$ cat src/rtl/gpu_fb_arbiter.sv
// gpu_fb_arbiter: sequences every cycle of the single-port frame-buffer SRAM
// between the display scan-out reader and the GPU pixel writer, and owns the
// double-buffer front/back select (swaps land on vsync, between accesses).
// Ports:
//   clk, n_rst                 clock, async active-low reset
//   rd_req/rd_addr -> rd_ack   display read request (level) and accept pulse
//   rd_valid/rd_data           read data return (data held between pulses)
//   wr_valid/wr_addr/wr_data   GPU write, accepted when wr_ready is high
//   swap_req, vsync            frame-complete flush and vertical-blank pulses
//   swap_done, front_sel       exchange pulse and buffer being scanned out
//   sram_*                     physical address, data and active-low strobes
module gpu_fb_arbiter #(
    parameter int unsigned ADDR_BITS  = 20,
    parameter int unsigned DATA_BITS  = 24,
    parameter int unsigned BUF_OFFSET = 307200,
    parameter int unsigned STARVE_MAX = 4
) (
    input  logic                 clk,
    input  logic                 n_rst,
    input  logic                 rd_req,
    input  logic [ADDR_BITS-1:0] rd_addr,
    output logic                 rd_ack,
    output logic                 rd_valid,
    output logic [DATA_BITS-1:0] rd_data,
    input  logic                 wr_valid,
    input  logic [ADDR_BITS-1:0] wr_addr,
    input  logic [DATA_BITS-1:0] wr_data,
    output logic                 wr_ready,
    input  logic                 swap_req,
    input  logic                 vsync,
    output logic                 swap_done,
    output logic                 front_sel,
    output logic [ADDR_BITS:0]   sram_addr,
    output logic [DATA_BITS-1:0] sram_wdata,
    input  logic [DATA_BITS-1:0] sram_rdata,
    output logic                 sram_ce_n,
    output logic                 sram_we_n,
    output logic                 sram_oe_n
);

    localparam int unsigned PA_BITS  = ADDR_BITS + 1;
    localparam int unsigned CNT_BITS = $clog2(STARVE_MAX + 1);
    localparam logic [PA_BITS-1:0]  BUF1_BASE  = PA_BITS'(BUF_OFFSET);
    localparam logic [CNT_BITS-1:0] STARVE_LIM = CNT_BITS'(STARVE_MAX);

    typedef enum logic [2:0] {
        IDLE   = 3'd0,
        RD     = 3'd1,
        RD_CAP = 3'd2,
        WR     = 3'd3,
        WR_REC = 3'd4
    } state_t;

    state_t                state, state_d;
    logic                  pending, pending_d;
    logic                  vsync_seen, vsync_seen_d;
    logic [CNT_BITS-1:0]   starve, starve_d;
    logic                  front_sel_d;
    logic                  rd_ack_d, rd_valid_d, wr_ready_d, swap_done_d;
    logic [DATA_BITS-1:0]  rd_data_d, sram_wdata_d;
    logic [PA_BITS-1:0]    sram_addr_d;
    logic                  ce_n_d, we_n_d, oe_n_d;
    logic                  rd_grant, wr_grant, swap_any, swap_arm;

    // Physical address: buffer base plus logical address, no wrap.
    function automatic logic [PA_BITS-1:0] phys(input logic sel,
                                                input logic [ADDR_BITS-1:0] a);
        return (sel ? BUF1_BASE : PA_BITS'(0)) + PA_BITS'(a);
    endfunction

    // State and registered outputs.
    always_ff @(posedge clk or negedge n_rst) begin
        if (!n_rst) begin
            state      <= IDLE;
            pending    <= 1'b0;
            vsync_seen <= 1'b0;
            starve     <= '0;
            front_sel  <= 1'b0;
            rd_ack     <= 1'b0;
            rd_valid   <= 1'b0;
            wr_ready   <= 1'b0;
            swap_done  <= 1'b0;
            rd_data    <= '0;
            sram_addr  <= '0;
            sram_wdata <= '0;
            sram_ce_n  <= 1'b1;
            sram_we_n  <= 1'b1;
            sram_oe_n  <= 1'b1;
        end else begin
            state      <= state_d;
            pending    <= pending_d;
            vsync_seen <= vsync_seen_d;
            starve     <= starve_d;
            front_sel  <= front_sel_d;
            rd_ack     <= rd_ack_d;
            rd_valid   <= rd_valid_d;
            wr_ready   <= wr_ready_d;
            swap_done  <= swap_done_d;
            rd_data    <= rd_data_d;
            sram_addr  <= sram_addr_d;
            sram_wdata <= sram_wdata_d;
            sram_ce_n  <= ce_n_d;
            sram_we_n  <= we_n_d;
            sram_oe_n  <= oe_n_d;
        end
    end

    // Next-state, swap handling, arbitration and strobe sequencing.
    always_comb begin
        state_d      = state;
        pending_d    = pending;
        vsync_seen_d = vsync_seen;
        starve_d     = starve;
        front_sel_d  = front_sel;
        rd_ack_d     = 1'b0;
        rd_valid_d   = 1'b0;
        wr_ready_d   = 1'b0;
        swap_done_d  = 1'b0;
        rd_data_d    = rd_data;
        sram_addr_d  = sram_addr;
        sram_wdata_d = sram_wdata;
        ce_n_d       = 1'b1;
        we_n_d       = 1'b1;
        oe_n_d       = 1'b1;
        rd_grant     = 1'b0;
        wr_grant     = 1'b0;

        // A vsync seen mid-access is remembered until the FSM is back in IDLE.
        swap_any = pending | swap_req;
        swap_arm = swap_any & (vsync | vsync_seen);
        if (swap_arm && state == IDLE) begin
            front_sel_d  = ~front_sel;
            pending_d    = 1'b0;
            vsync_seen_d = 1'b0;
            swap_done_d  = 1'b1;
        end else if (swap_arm) begin
            pending_d    = 1'b1;
            vsync_seen_d = 1'b1;
        end else begin
            pending_d    = swap_any;
        end

        case (state)
            IDLE: begin
                // Grants address the buffers as they stand after any swap this cycle.
                rd_grant = rd_req && (!wr_valid || starve < STARVE_LIM);
                wr_grant = !rd_grant && wr_valid;
                if (rd_grant) begin
                    rd_ack_d    = 1'b1;
                    sram_addr_d = phys(front_sel_d, rd_addr);
                    state_d     = RD;
                end else if (wr_grant) begin
                    wr_ready_d   = 1'b1;
                    sram_addr_d  = phys(~front_sel_d, wr_addr);
                    sram_wdata_d = wr_data;
                    state_d      = WR;
                end
            end
            RD: begin
                ce_n_d  = 1'b0;
                oe_n_d  = 1'b0;
                state_d = RD_CAP;
            end
            RD_CAP: begin
                rd_data_d  = sram_rdata;
                rd_valid_d = 1'b1;
                state_d    = IDLE;
            end
            WR: begin
                ce_n_d  = 1'b0;
                we_n_d  = 1'b0;
                state_d = WR_REC;
            end
            WR_REC: begin
                ce_n_d  = 1'b0;
                state_d = IDLE;
            end
            default: state_d = IDLE;
        endcase

        // Consecutive reads granted over a waiting write.
        if (!wr_valid || wr_grant) begin
            starve_d = '0;
        end else if (rd_grant) begin
            starve_d = starve + CNT_BITS'(1);
        end
    end

endmodule

$ cat config.mk
export PLATFORM = sky130hd
export DESIGN_NAME = gpu_fb_arbiter
export DESIGN_NICKNAME = d
export VERILOG_FILES = /design/src/rtl/gpu_fb_arbiter.sv
export SDC_FILE = /design/constraint.sdc
export NUM_CORES = 1
export LEC_CHECK = 0
export CAP_MARGIN = 30
export CELL_PAD_IN_SITES_DETAIL_PLACEMENT = 2
export CELL_PAD_IN_SITES_GLOBAL_PLACEMENT = 2
export CORE_MARGIN = 2
export CORE_UTILIZATION = 24
export CTS_CLUSTER_DIAMETER = 40
export DETAILED_ROUTE_END_ITERATION = 7
export MAX_ROUTING_LAYER = met4
export PLACE_DENSITY_LB_ADDON = 0.15
export SKIP_LAST_GASP = 1
export SLEW_MARGIN = 20
export SYNTH_ARGS = -nofsm -noshare
export SYNTH_HDL_FRONTEND = slang
export SYNTH_SLANG_ARGS = --single-unit
$ cat constraint.sdc
create_clock -name clk -period 4.5 [get_ports clk]
set_clock_uncertainty 0.1 [all_clocks]
set_input_delay 0.675 -clock clk [delete_from_list [all_inputs] [get_ports clk]]
set_output_delay 0.675 -clock clk [all_outputs]
set_load 0.01 [all_outputs]
# Word level (Yosys, flattened, before mapping)

Index checks and enable logic that the tools add are counted.

Input bits: 94
Flip-flop bits (word level): 85
Output and inout port bits: 77

Bitwise operators: 5
Muxes and demuxes: 26
Add/sub/neg operators: 3
Reduce and logical (&&, ||, !) cells: 14
Equal/unequal tests: 5
Magnitude comparators: 1

Operators with widths:

| kind                                                   | number |
|---|---|
| adder 19 x 20 -> 21 bit                                | 2 |
| 2-to-1 mux 21 bit                                      | 2 |
| 2-to-1 mux 19 bit                                      | 2 |
| 2-to-1 mux 1 bit                                       | 17 |
| 2-to-1 mux 3 bit                                       | 4 |
| one-hot mux 3 bit (3 select lines)                     | 1 |
| == test 3 x 2 -> 1 bit (second input constant)         | 2 |
| nonzero test 2 bit                                     | 3 |
| adder 3 x 1 -> 3 bit (second input constant)           | 1 |
| == test 3 x 1 -> 1 bit (second input constant)         | 1 |
| == test 3 bit (second input constant)                  | 1 |
| logical AND 1 bit                                      | 3 |
| logical NOT 3 bit                                      | 1 |
| < comparator 3 bit (second input constant)             | 1 |
| inequality test 3 x 1 -> 1 bit (second input constant) | 1 |
| AND reduction 3 bit                                    | 1 |
| OR reduction 3 bit                                     | 1 |
| logical NOT 1 bit                                      | 2 |
| logical OR 1 bit                                       | 2 |
| inverter 1 bit                                         | 2 |
| OR 1 bit                                               | 2 |
| AND reduction 2 bit                                    | 1 |
| bitwise AND 1 bit                                      | 1 |

# Depth between registers and ports, before layout

Depth in word-level cells: 8
Gate-level depth with buffers: 15
Mapped depth without buffers: 12

# Least setup slack after synthesis

Ideal clock, no wire load.

Path type: register to register
Start point: reg state[1]
End point: reg sram_addr[18]
Required time: 4.271 ns
Clock period less this slack: 3.109 ns
Setup slack: 1.391 ns
Data arrival time: 2.880 ns
Cell stages (with the launch flop): 16
Library setup time: 0.129 ns
Cell sequence: dfrtp_1 > or3_1 > buf_2 > or3_1 > buf_6 > and2_4 > buf_6 > inv_6 > xnor2_1 > ha_1 > o21a_1 > nor2_1 > nor4bb_1 > nor3_1 > o21ai_1 > o211ai_2

Word-level cells in the longest chain between the ends: 7
Elaborated cells on any way between the ends: 10
Those cells by class: add/sub: 2; mux: 5; reduce/logical: 3

Ends and longest elaborated chain:

| element                  | line | source |
|---|---|---|
| start: declaration       | 54   | `state_t state, state_d;` |
| start signal: assignment | 90   | `state <= state_d;` |
| logical NOT 3 bit *      | 131  | `if (swap_arm && state == IDLE) begin` |
| logical AND 1 bit *      | 131  |  |
| 2-to-1 mux 1 bit *       | 131  |  |
| via front_sel_d          | 58   | `logic front_sel_d;` |
| 2-to-1 mux 19 bit        | 68   | `return (sel ? BUF1_BASE : PA_BITS'(0)) + PA_BITS'(a);` |
| adder 19 x 20 -> 21 bit  | 68   |  |
| 2-to-1 mux 21 bit        | 152  | `end else if (wr_grant) begin` |
| 2-to-1 mux 21 bit *      | 148  | `if (rd_grant) begin` |
| end signal: assignment   | 100  | `sram_addr <= sram_addr_d;` |
| end: declaration         | 33   | `output logic [ADDR_BITS:0] sram_addr,` |

Mark *: on every way through the listed nets, which the timed path passes. The rest lies on a longest branch. The select of a mux whose other input is x is not followed.
A chain may end at the register's enable or synchronous reset.

# Worst setup path in the final report

Same ends and word-level chain as after synthesis.

==> impl_results.md <==
* Synth area leader: dfrtp_1
* Area grow syn2layout at 59.9%
* Ys async rst share at 1.00
* Total CTS buffers at 9
* RSZ-0062 raised after global routing: false
* DP HPWL at 9050 um
* IO buf count at 170
* Ant diodes at 0
* Syn Std Cell Area at 3730 sq um
* Final Slew Violations at 0
* Core box area at between 15000 and 20000 sq um
* Clock Tree Buf Depth at 2
* Worst Reg-to-Reg Cells at 12
* Initial Utilization at 0.245
* Cts hold-fix bufs at 0
* Slew headroom at 0.440
* Clk sinks at 85
* NumNets Final at 620
* H-Tree Depth at 3
* Warnings from Yosys at 0
* Post-layout min period at 3510 ps
* Reg2reg end: sram_addr[18]
* Worst min path class: primary input to asynchronous set/reset pin
* Placed Cells incl. Taps at 700
* Top-area cell type share of the netlist area at 0.551
* CP max-delay cell: or3_1
* Leakage at 2.58 nW
* Synthesized area per cell at 10.6 sq um
* Total of cells resized after clock tree synthesis at 0
* Layout cells sized above 1 at 0.117
* Crit-path cells: or3_1, or3_1, and2_4, inv_6, xnor2_1, ha_1, o21a_1, nor2_1, nor4bb_1, nor3_1, o21ai_1, o211ai_2
* Worst-Skew Late Latency at approximately 350 ps
* Finished Cell Area at 5960 sq um
* Maximum fanout along the worst path at 10
* Commonest cells in the netlist: nand2_1 (100), dfrtp_1 (82), mux2_2 (24)
* Chip Width at 129 um
* WP depth at 12
* Placed cell areas at 5650 sq um
* Detailed Route Iter0 Violations at 106
* Seq/Total Area, Yosys at 0.572
* GRT overflow at 0
* FMAX at 285 MHz
* Total GRT Usage at 0.156
* Initial antenna violation count at 0
* Status: complete, no violations
* Largest cells by area after synthesis: dfrtp_1 (55%), nand2_1 (10%), mux2_2 (7.3%)
* CP top delay family: simple AND/OR/NAND/NOR gates
* Max cap viols at 0
* Detailed-route via count at 3234
* # rows at 45
* Post-Syn Nets at approximately 450
* Final Hold Fails at 0
* Most numerous cell in the Yosys netlist: nand2_1
* Clk pin slew, worst setup/hold paths at 70 ps
* Routed Antenna Nets at 0
* First-pass GRT wire length at 19300 um
* Post-synth EDFFs at 0
* Largest net degree at the start of global routing at a little over 60
* Final wirelength at between 10000 and 15000 um
* Critical path origin: state[1]
* Die Area at between 15000 and 20000 sq um
* Startpoint types: register
* # IOs at around 170
* Root Driver: clkbuf_16
* Util after Layout at 0.392
* Final cell count without fillers at 716
* Setup crit end kind: register
* Cell count after synthesis at 351
* Worst-margin pin slew at about 830 ps
* Setup crit end: sram_addr[18]
* Residual DRC at 0
* Crit path top cell by count: or3_1
* Fin Setup TNS at 0 ps
* Postcts setup bufs at 0
* Worst Path Arrival at ~3600 ps
* DR WL/cell at 17.0 um
* PwrDens at 681 nW/um^2
* Critical path type: register to register
* CTS tree: built
* Final setup fails at 0
* Vias per cell at about 4.5
* RePlAce Congestion at roughly 0.73
* Vias in the first global route at 3680
* Post-synth cell types at 45
* Final Cycle Share at 0.779
* Main synth FF type: dfrtp_1
* VDD IR max at 0.192 mV
* Reg-to-reg slack, setup at slightly below 1000 ps
* CP required at 4620 ps
* Die height at approximately 130 um
* CP max stage delay at 560 ps
* Buf/Inv on CP at 1
* Synth Register Bits at 85
* R2R Path Start: state[1]
* Pre-antenna DRT Iters at 3
registers in the layout, indices dropped and copies added, names as in the netlist, 3 cells and up:
| name | count |
|---|---|
| sram_addr | 21 |
| state | 3 |
| rd_data | 24 |
| sram_wdata | 24 |
| starve | 3 |
layout make-up:
type                       count  area (sq um)
fill                        1618          9240
sequential                    85          2130
timing repair buffer         176          1750
multi-input combinational    245          1510
clock buffer                  10           239
tap                          188           235
clock inverter                 6          71.3
inverter                       6          27.5
stage by stage:
stage / hold WS [ps] / power [mW] / worst slack, ps
6_report: 295 / 4.06 / 994
5_1_grt: 359 / 4.37 / 736
4_1_cts: 332 / 4.17 / 971
3_5_place_dp: 366 / 3.35 / 659
3_3_place_gp: 357 / 3.27 / 804
2_1_floorplan: 279 / 2.30 / 1390
cells in the final DEF, fill, tap and decap left out, drive strengths merged, types with 5 or more instances in the layout:
master,netlist,routed
mux2i,16,16
o21ai,25,25
o21a,5,5
clkdlybuf4s50,0,169
xnor2,10,10
mux2,24,24
nand2,100,100
a21oi,9,9
dfrtp,82,82
inv,5,6
buf,8,7
nor2,11,11
clkbuf,7,10
worst min path at each step:
stage	depth (start not counted)	to	slack, ps	startpoint
final	1	rd_data[13]	290	n_rst
after global routing	1	rd_data[13]	360	n_rst
after CTS	1	rd_data[13]	330	n_rst
after detailed placement	2	sram_wdata[9]	370	sram_wdata[9]
after global placement	2	sram_wdata[22]	360	sram_wdata[22]
after floorplan	0	front_sel	280	n_rst
where the power goes:
part	switching, mW	internal, mW
combinational	0.906	1.05
clock	0.324	0.449
sequential	0.191	1.13
worst reg2reg max path, stage by stage (launching register included):
cell	delay, ps
dfrtp_1	420
or3_1	540
or3_1	570
and2_4	270
inv_6	100
xnor2_1	120
ha_1	210
o21a_1	130
nor2_1	50
nor4bb_1	510
nor3_1	100
o21ai_1	170
o211ai_2	120
cells by family (layout without fill, tap and decap cells):
group,Yosys count,in the layout,synth area share
AOI/OAI and AO/OA,54,54,0.0913
DFF,85,85,0.572
muxes,40,40,0.116
buffers and inverters,21,198,0.0269
and+or+nand+nor,134,134,0.151
xor gates and xnor gates,14,14,0.0329
adders and majority gates,3,3,0.0101
routing by layer:
metal  routed length [um]  track usage
met5                    0            -
met4                  257       0.0678
met3                  463       0.0225
met2                 6200        0.268
met1                 5230        0.181
Power figures use the tool's default switching activity.
